--- src/rtl/eth_fifo_pkg.sv ---
// ---------------------------------------------------------------------------
// eth_fifo_pkg
//   Shared definitions for the Ethernet prefetch FIFO write side.
//   - c_BYTES / c_BW      : bytes per FIFO word and width of the byte-count field
//   - TAG_NB/TAG_LAST/TAG_ERR : bit positions of the side tag in a FIFO word
//   - c_WR_DATA_WIDTH     : full FIFO word width {err, last, nbytes-1, data}
//   - fsm_state_t         : packer FSM encoding
// ---------------------------------------------------------------------------
package eth_fifo_pkg;

    localparam int c_BYTES = 4;
    localparam int c_BW    = $clog2(c_BYTES);

    // Word layout, LSB first: data bytes, nbytes-1, last, err.
    localparam int TAG_NB   = 8 * c_BYTES;
    localparam int TAG_LAST = TAG_NB + c_BW;
    localparam int TAG_ERR  = TAG_LAST + 1;

    function automatic int wr_data_width(input int bytes);
        return 8 * bytes + $clog2(bytes) + 2;
    endfunction

    localparam int c_WR_DATA_WIDTH = wr_data_width(c_BYTES);

    typedef enum logic {
        IDLE     = 1'b0,
        IN_FRAME = 1'b1
    } fsm_state_t;

endpackage

--- src/rtl/eth_fifo_word_hold.sv ---
// ---------------------------------------------------------------------------
// eth_fifo_word_hold
//   One-entry holding register between the packer and the FIFO write port.
//   Ports:
//     clk, rst_n    clock, asynchronous active-low reset
//     load          capture load_data this cycle (only issued when in_ready)
//     load_data     word to capture
//     out_ready     downstream can take a word (FIFO not full)
//     in_ready      register can take a word this cycle
//     hold_vld      register occupied
//     hold_data     stored word (cleared by reset only)
//     push          word leaves the register this cycle
//   Handshake: a word leaves when hold_vld & out_ready; a new word may be
//   loaded in that same cycle, so one word per cycle can flow through.
// ---------------------------------------------------------------------------
module eth_fifo_word_hold
    import eth_fifo_pkg::*;
#(
    parameter int W = c_WR_DATA_WIDTH
) (
    input  logic         clk,
    input  logic         rst_n,
    input  logic         load,
    input  logic [W-1:0] load_data,
    input  logic         out_ready,
    output logic         in_ready,
    output logic         hold_vld,
    output logic [W-1:0] hold_data,
    output logic         push
);

    assign push     = hold_vld & out_ready;
    assign in_ready = ~hold_vld | out_ready;

    always_ff @(posedge clk or negedge rst_n) begin
        if (!rst_n) begin
            hold_vld  <= 1'b0;
            hold_data <= '0;
        end else if (load) begin
            hold_vld  <= 1'b1;
            hold_data <= load_data;
        end else if (push) begin
            hold_vld  <= 1'b0;
        end
    end

endmodule

--- src/rtl/eth_fifo_word_packer.sv ---
// ---------------------------------------------------------------------------
// eth_fifo_word_packer
//   Packs an 8-bit byte stream little-endian into c_BYTES-wide FIFO words
//   with a side tag {err, last, nbytes-1} and pushes them into the FIFO.
//   Ports:
//     clk, rst_n      clock, asynchronous active-low reset
//     s_data/s_valid/s_last/s_err/s_ready   byte stream input
//     fifo_wr_data    {err, last, nbytes-1, data}
//     fifo_wr_en      FIFO write strobe
//     fifo_wr_vld     FIFO not full
//     frame_cnt       frames whose last word was pushed (saturating)
//     err_cnt         frames whose last word carried err=1 (saturating)
//     busy            mid-frame or holding register occupied
//     fsm_state       packer FSM state (0 = IDLE, 1 = IN_FRAME)
//   Handshake: a byte transfers on a rising edge where s_valid & s_ready;
//   s_valid with s_ready low has no effect. s_err only matters with s_last.
// ---------------------------------------------------------------------------
module eth_fifo_word_packer
    import eth_fifo_pkg::*;
#(
    parameter int c_CNT_WIDTH = 16
) (
    input  logic                       clk,
    input  logic                       rst_n,
    input  logic [7:0]                 s_data,
    input  logic                       s_valid,
    input  logic                       s_last,
    input  logic                       s_err,
    output logic                       s_ready,
    output logic [c_WR_DATA_WIDTH-1:0] fifo_wr_data,
    output logic                       fifo_wr_en,
    input  logic                       fifo_wr_vld,
    output logic [c_CNT_WIDTH-1:0]     frame_cnt,
    output logic [c_CNT_WIDTH-1:0]     err_cnt,
    output logic                       busy,
    output logic                       fsm_state
);

    localparam logic [c_CNT_WIDTH-1:0] CNT_MAX  = '1;
    localparam logic [c_BW-1:0]        IDX_LAST = c_BW'(c_BYTES - 1);

    fsm_state_t                 state;
    logic                       run;
    logic [c_BW-1:0]            idx;
    logic [8*c_BYTES-1:0]       acc_data;
    logic [8*c_BYTES-1:0]       word_data;
    logic [c_WR_DATA_WIDTH-1:0] word;
    logic                       accept;
    logic                       complete;
    logic                       hold_in_ready;
    logic                       hold_vld;
    logic                       push;

    // Keeps s_ready low while reset is asserted; rises one clock after release.
    always_ff @(posedge clk or negedge rst_n) begin
        if (!rst_n) begin
            run <= 1'b0;
        end else begin
            run <= 1'b1;
        end
    end

    assign s_ready  = run & hold_in_ready;
    assign accept   = s_valid & s_ready;
    assign complete = accept & (s_last | (idx == IDX_LAST));

    // Completed word: bytes already collected, the current byte at idx,
    // and zeros above it for a short final word.
    always_comb begin
        word_data = '0;
        for (int k = 0; k < c_BYTES; k++) begin
            if (c_BW'(k) < idx) begin
                word_data[8*k +: 8] = acc_data[8*k +: 8];
            end else if (c_BW'(k) == idx) begin
                word_data[8*k +: 8] = s_data;
            end
        end
    end

    assign word = {s_err & s_last, s_last, idx, word_data};

    // Accumulator
    always_ff @(posedge clk or negedge rst_n) begin
        if (!rst_n) begin
            idx      <= '0;
            acc_data <= '0;
        end else if (complete) begin
            idx      <= '0;
        end else if (accept) begin
            acc_data[8*idx +: 8] <= s_data;
            idx                  <= idx + 1'b1;
        end
    end

    eth_fifo_word_hold #(
        .W(c_WR_DATA_WIDTH)
    ) u_hold (
        .clk      (clk),
        .rst_n    (rst_n),
        .load     (complete),
        .load_data(word),
        .out_ready(fifo_wr_vld),
        .in_ready (hold_in_ready),
        .hold_vld (hold_vld),
        .hold_data(fifo_wr_data),
        .push     (push)
    );

    assign fifo_wr_en = push;

    // Frame FSM: a single-byte frame never leaves IDLE.
    always_ff @(posedge clk or negedge rst_n) begin
        if (!rst_n) begin
            state <= IDLE;
        end else begin
            case (state)
                IDLE:     if (accept && !s_last) state <= IN_FRAME;
                IN_FRAME: if (accept && s_last)  state <= IDLE;
                default:  state <= IDLE;
            endcase
        end
    end

    assign fsm_state = (state == IN_FRAME);
    assign busy      = (state == IN_FRAME) | hold_vld;

    // Statistics, counted when the frame's last word actually enters the FIFO.
    always_ff @(posedge clk or negedge rst_n) begin
        if (!rst_n) begin
            frame_cnt <= '0;
            err_cnt   <= '0;
        end else if (push && fifo_wr_data[TAG_LAST]) begin
            if (frame_cnt != CNT_MAX) frame_cnt <= frame_cnt + 1'b1;
            if (fifo_wr_data[TAG_ERR] && err_cnt != CNT_MAX) err_cnt <= err_cnt + 1'b1;
        end
    end

endmodule

--- config.mk ---
export PLATFORM = sky130hd
export DESIGN_NAME = eth_fifo_word_packer
export DESIGN_NICKNAME = d
export VERILOG_FILES = /design/src/rtl/eth_fifo_pkg.sv /design/src/rtl/eth_fifo_word_hold.sv /design/src/rtl/eth_fifo_word_packer.sv
export SDC_FILE = /design/constraint.sdc
export NUM_CORES = 1
export LEC_CHECK = 0
export CELL_PAD_IN_SITES_DETAIL_PLACEMENT = 0
export CELL_PAD_IN_SITES_GLOBAL_PLACEMENT = 1
export CORE_UTILIZATION = 41
export CTS_BUF_LIST = sky130_fd_sc_hd__clkbuf_8 sky130_fd_sc_hd__clkbuf_16
export CTS_CLUSTER_DIAMETER = 120
export DETAILED_ROUTE_END_ITERATION = 7
export PLACE_DENSITY_LB_ADDON = 0.1
export SYNTH_ARGS = -nofsm -noshare
export SYNTH_HDL_FRONTEND = slang
export SYNTH_HIERARCHICAL = 1
export SYNTH_SLANG_ARGS = --single-unit
--- constraint.sdc ---
create_clock -name clk -period 1.9 [get_ports clk]
set_input_delay 0.475 -clock clk [delete_from_list [all_inputs] [get_ports clk]]
set_output_delay 0.475 -clock clk [all_outputs]
set_load 0.1 [all_outputs]
After elaboration in Yosys (flattened, before gate mapping)
Index checks and enable logic that the tools add are counted.
- logic and storage cells: 62
- bits of input ports: 14
- output and inout port bits: 72
- register bits: 105
- eq/ne operators: 6
- shift-type cells: 2
- bitwise operators: 11
- magnitude comparators: 4
- multiplexer cells: 16
- reductions and logical operators: 11
- add/subtract/negate cells: 4
- operators by type and width (operator ; count):
    2-to-1 mux 8 bit ; 8
    negation 5 -> 34 bit ; 1
    variable shift 8 x 34 -> 32 bit (first input constant) ; 1
    indexed part select 8 x 34 -> 32 bit ; 1
    adder 16 x 1 -> 16 bit (second input constant) ; 2
    bitwise mux 32 bit ; 1
    inequality test 16 bit (second input constant) ; 2
    AND reduction 2 bit ; 3
    AND 1 bit ; 5
    equality test 2 bit (first input constant) ; 2
    logical AND 1 bit ; 4
    < comparator 1 x 2 -> 1 bit (first input constant) ; 2
    < comparator 2 bit (first input constant) ; 2
    2-to-1 mux 1 bit ; 4
    2-to-1 mux 2 bit ; 2
    nonzero test 2 bit ; 2
    NOT 1 bit ; 3
    OR 1 bit ; 3
    adder 2 x 1 -> 2 bit (second input constant) ; 1
    equality test 1 x 2 -> 1 bit (first input constant) ; 1
    equality test 2 bit (second input constant) ; 1
    logical NOT 2 bit ; 1
    case mux 1 bit (2 select lines) ; 1
    logical NOT 1 bit ; 1

Logic depth before layout (Yosys ltp)
- depth after elaboration: 7
- depth in mapped cells: 7
- mapped depth without buffers: 6

Cells and area by module
Netlist, hierarchy kept.
- by module, submodules not included (module ; times used ; cells an instance ; area an instance (um^2) ; sequential area each (um^2)):
    eth_fifo_word_packer ; 1 ; 356 ; 3226.8 ; 1501.4
    eth_fifo_word_hold ; 1 ; 80 ; 1530.2 ; 925.9

Least setup slack after synthesis
OpenSTA, ideal clock, no wires.
- path type: in2reg
- start point: in fifo_wr_vld
- end point: reg err_cnt[14]
- required time: 1.774 ns
- path buffers: 0
- path slack: -0.665 ns
- library setup time: 0.126 ns
- data arrival time: 2.439 ns
- stages: 5
- cells stage by stage: and2_1 and3_1 nand3_2 nor4_1 mux2_2
- cells in the longest elaborated chain, start to end: 3
- RTL lines (item ; RTL line ; RTL):
    start: declaration ; eth_fifo_word_packer.sv:32 ; input logic fifo_wr_vld,
    AND 1 bit ; eth_fifo_word_hold.sv:32 ; assign push = hold_vld & out_ready;
    logical AND 1 bit ; eth_fifo_word_packer.sv:132 ; end else if (push && fifo_wr_data[TAG_LAST]) begin
    AND reduction 2 bit (no line) ; - ;
    end signal: assignment ; eth_fifo_word_packer.sv:134 ; if (fifo_wr_data[TAG_ERR] && err_cnt != CNT_MAX) err_cnt <= err_cnt + 1'b1;
    end: declaration ; eth_fifo_word_packer.sv:34 ; output logic [c_CNT_WIDTH-1:0] err_cnt,
Every way passes these cells.
A chain may end at the register's enable or synchronous reset.

Worst setup path after layout
- start point: in fifo_wr_vld
- end point: out s_ready
- cells in the longest elaborated chain, start to end: 2
- RTL lines (item ; RTL line ; RTL):
    OR 1 bit ; eth_fifo_word_hold.sv:33 ; assign in_ready = ~hold_vld | out_ready;
    net hold_in_ready ; eth_fifo_word_packer.sv:50 ; logic hold_in_ready;
    AND 1 bit ; eth_fifo_word_packer.sv:63 ; assign s_ready = run & hold_in_ready;
    end: declaration ; eth_fifo_word_packer.sv:29 ; output logic s_ready,
The timed path passes the listed nets, and every way through them passes these cells.

==> metrics.txt <==
status=finished clean; total CTS buffers=9; synth-to-layout area growth=47.9%; Post-Syn Instances=436; chip height=approximately 110 µm; post-route DRC violation count=0; endpoint class of the critical path=output port; area of the multi-input gates=approximately 2200 µm²; 1st-pass router iterations=4; CP required=~1.4 ns; first-pass GRT wire length=roughly 18,000 µm; area share of the largest cell type after synthesis=0.510; H-tree Lvls=3; max_cap viols=0; Die W=between 100 and 150 µm; Slowest Stage Delay on Critical Path=roughly 0.26 ns; core box area=~11,000 µm²; placed instance count=about 670; most common cell after layout, fill and taps aside=buf_12; drt wl/cell=roughly 16 µm; CP max stage cell=dlygate4sd2_1; minimum clock period=around 1.8 ns; largest net degree at the start of global routing=~100; measured slew at the worst slew-check pin=~0.54 ns; RSZ-0062 raised after global routing=no; HP Class=in2async; LEAKAGE=3.09 nW; CTS tree=done; Yosys warnings=6; commonest cells after routing, fill and taps aside=buf_12, nand2_1, dfrtp_1; Max Root-Sink Buffers=2; Initial Util=0.429; grt ovf=0; FMAX=~560 MHz; Async SR Flop Fraction=1.00; number of flops mapped to enable cells by yosys=0; Critical Setup Path Class=in2out; postcts setup bufs=0; register area=approximately 2500 µm²; Clock transition at path regs=0.06 ns; clk_skew=about 0.0058 ns; number of global-route vias before repair=~3,600; antenna-violating nets left=0; pwr/cell area=1350 nW/µm²; Placer Congestion=between 0.7 and 0.8; synthesized flop and latch total=97; Initial DRC Count=about 170; VDD IR max=around 1300 µV; Post-DP HPWL=between 7000 and 8000 µm; initial antenna violation count=0; antenna fix cells=0; routed via count=roughly 3,600; # setup viols final=0; Post-DP Area=a little under 7000 µm²; critical path cell sequence=dlygate4sd2_1 > nand2b_4 > buf_4 > and2_4 > buf_12; leading register cell type out of synthesis=dfrtp_1; Final nets=between 500 and 600; register area share after synthesis=0.510; # port buffers=85; Routed WL=between 10,000 and 15,000 µm; relative slew slack=0.638; CP Data Arrival Time=roughly 1.3 ns; Fin Setup TNS=0 ns; Syn Area/Cell=around 11 µm²; Final Hold Fails=0; share of cells above drive strength 1=0.385; clk sinks=97; Rows=38; Layout Utilization=0.635; crit start category=input pin; post-synthesis cell area=between 4000 and 5000 µm²; Worst-Skew Late Latency=0.34 ns; root buf cell=clkbuf_16; Synth area leader=dfrtp_1; # IOs=86; Fin Hold WS=0.145 ns; Final Cell Area=between 7000 and 8000 µm²; final period utilization=0.939; vias per cell=approximately 5.2; Filler cells=907; synth top area cells=dfrtp_1, mux2_4, o21ai_0; Die ar.=~12,000 µm²; Syn Nets=approximately 460; total track usage=0.203; final cell count without fillers=slightly below 700; Pins Over Slew Limit=0; crit path max fanout=3; Yosys cell types=47
==> repair_timing <==
item | in CTS | in global routing
endpoints found under the setup margin | 2 | 19
hold buffers | 0 | 0
resized for setup | 3 | 2
pin swaps | 0 | 0
==> Yosys cell counts, types with 2 or more instances <==
library cell and instances:
a21oi_1 6, a31oi_1 5, a41oi_1 3, and2_1 12, and3_1 8, and4_1 6
buf_12 3, buf_2 3, clkbuf_1 8, dfrtp_1 97, ha_1 8, inv_1 18
mux2_2 12, mux2_4 29, nand2_1 62, nand2b_1 3, nand3_1 24, nand4_1 11
nor2_1 10, nor2b_1 2, nor3_1 4, nor3_4 2, nor4_1 7, nor4b_2 2
o21ai_0 52, xnor2_1 9, xor2_1 10
==> sequential cells by signal (all words and copies together), names as in the netlist, named ones only <==
register and count:
idx 2, frame_cnt 16, err_cnt 16, u_hold/hold_data 36, u_hold/hold_vld 1, run 1, acc_data 24
==> logic make-up (layout without fill, tap and decap cells) <==
kind of cell               after synthesis  in the layout  share of synthesized area
AOI/OAI and AO/OA                       71             71                     0.0821
buffers and inverters                   36            150                     0.0418
other                                    1              1                   0.000788
adders and majority gates                8              8                     0.0210
and+or+nand+nor                        163            163                      0.189
xor gates and xnor gates                19             19                     0.0350
muxes                                   41             41                      0.120
DFF                                     97             97                      0.510
==> final cells by class <==
| class | instances | area share |
|---|---|---|
| clock buffer | 10 | 0.0340 |
| tap | 140 | 0.0249 |
| inverter | 19 | 0.0101 |
| clock inverter | 6 | 0.00818 |
| multi-input combinational | 303 | 0.306 |
| sequential | 97 | 0.353 |
| timing repair buffer | 115 | 0.264 |
==> worst max-delay path, delay by kind of cell <==
kind | cells | cell delay, ns
simple gates | 2 | 0.28
buf+inv | 3 | 0.55
==> per-layer routing <==
layer	GRT usage	routed length [µm]
met5	0	0
met4	0.0457	156
met3	0.0486	467
met2	0.329	5240
met1	0.275	5010
==> metrics by stage <==
| step | power, mW | setup WS, ns |
|---|---|---|
| after floorplan | 5.87 | -0.0978 |
| after global placement | 7.65 | -0.297 |
| after detailed placement | 7.71 | -0.319 |
| after CTS | 9.55 | 0.0819 |
| after global routing | 9.87 | 0.0125 |
| final | 9.47 | 0.115 |
==> path summary, 6_finish.rpt <==
kind | from | endpoint | slack (ns) | depth (start not counted)
min | rst_n | err_cnt[7]$_DFFE_PN0P_ | 0.15 | 2
max reg2reg | frame_cnt[0]$_DFFE_PN0P_ | frame_cnt[1]$_DFFE_PN0P_ | 0.12 | 5
min in group clk | acc_data[20]$_DFFE_PN0P_ | acc_data[20]$_DFFE_PN0P_ | 0.48 | 2
max in group asynchronous | rst_n | frame_cnt[0]$_DFFE_PN0P_ | 1.26 | 2
max | fifo_wr_vld | s_ready | 0.12 | 5
min reg2reg | acc_data[20]$_DFFE_PN0P_ | acc_data[20]$_DFFE_PN0P_ | 0.48 | 2
==> power by group <==
part / switching [mW] / internal, mW
Sequential: 0.462 / 2.57
Combinational: 2.89 / 1.73
Clock: 0.772 / 1.05
Total: 4.12 / 5.35
No activity file was read; power rests on OpenSTA's default activity.
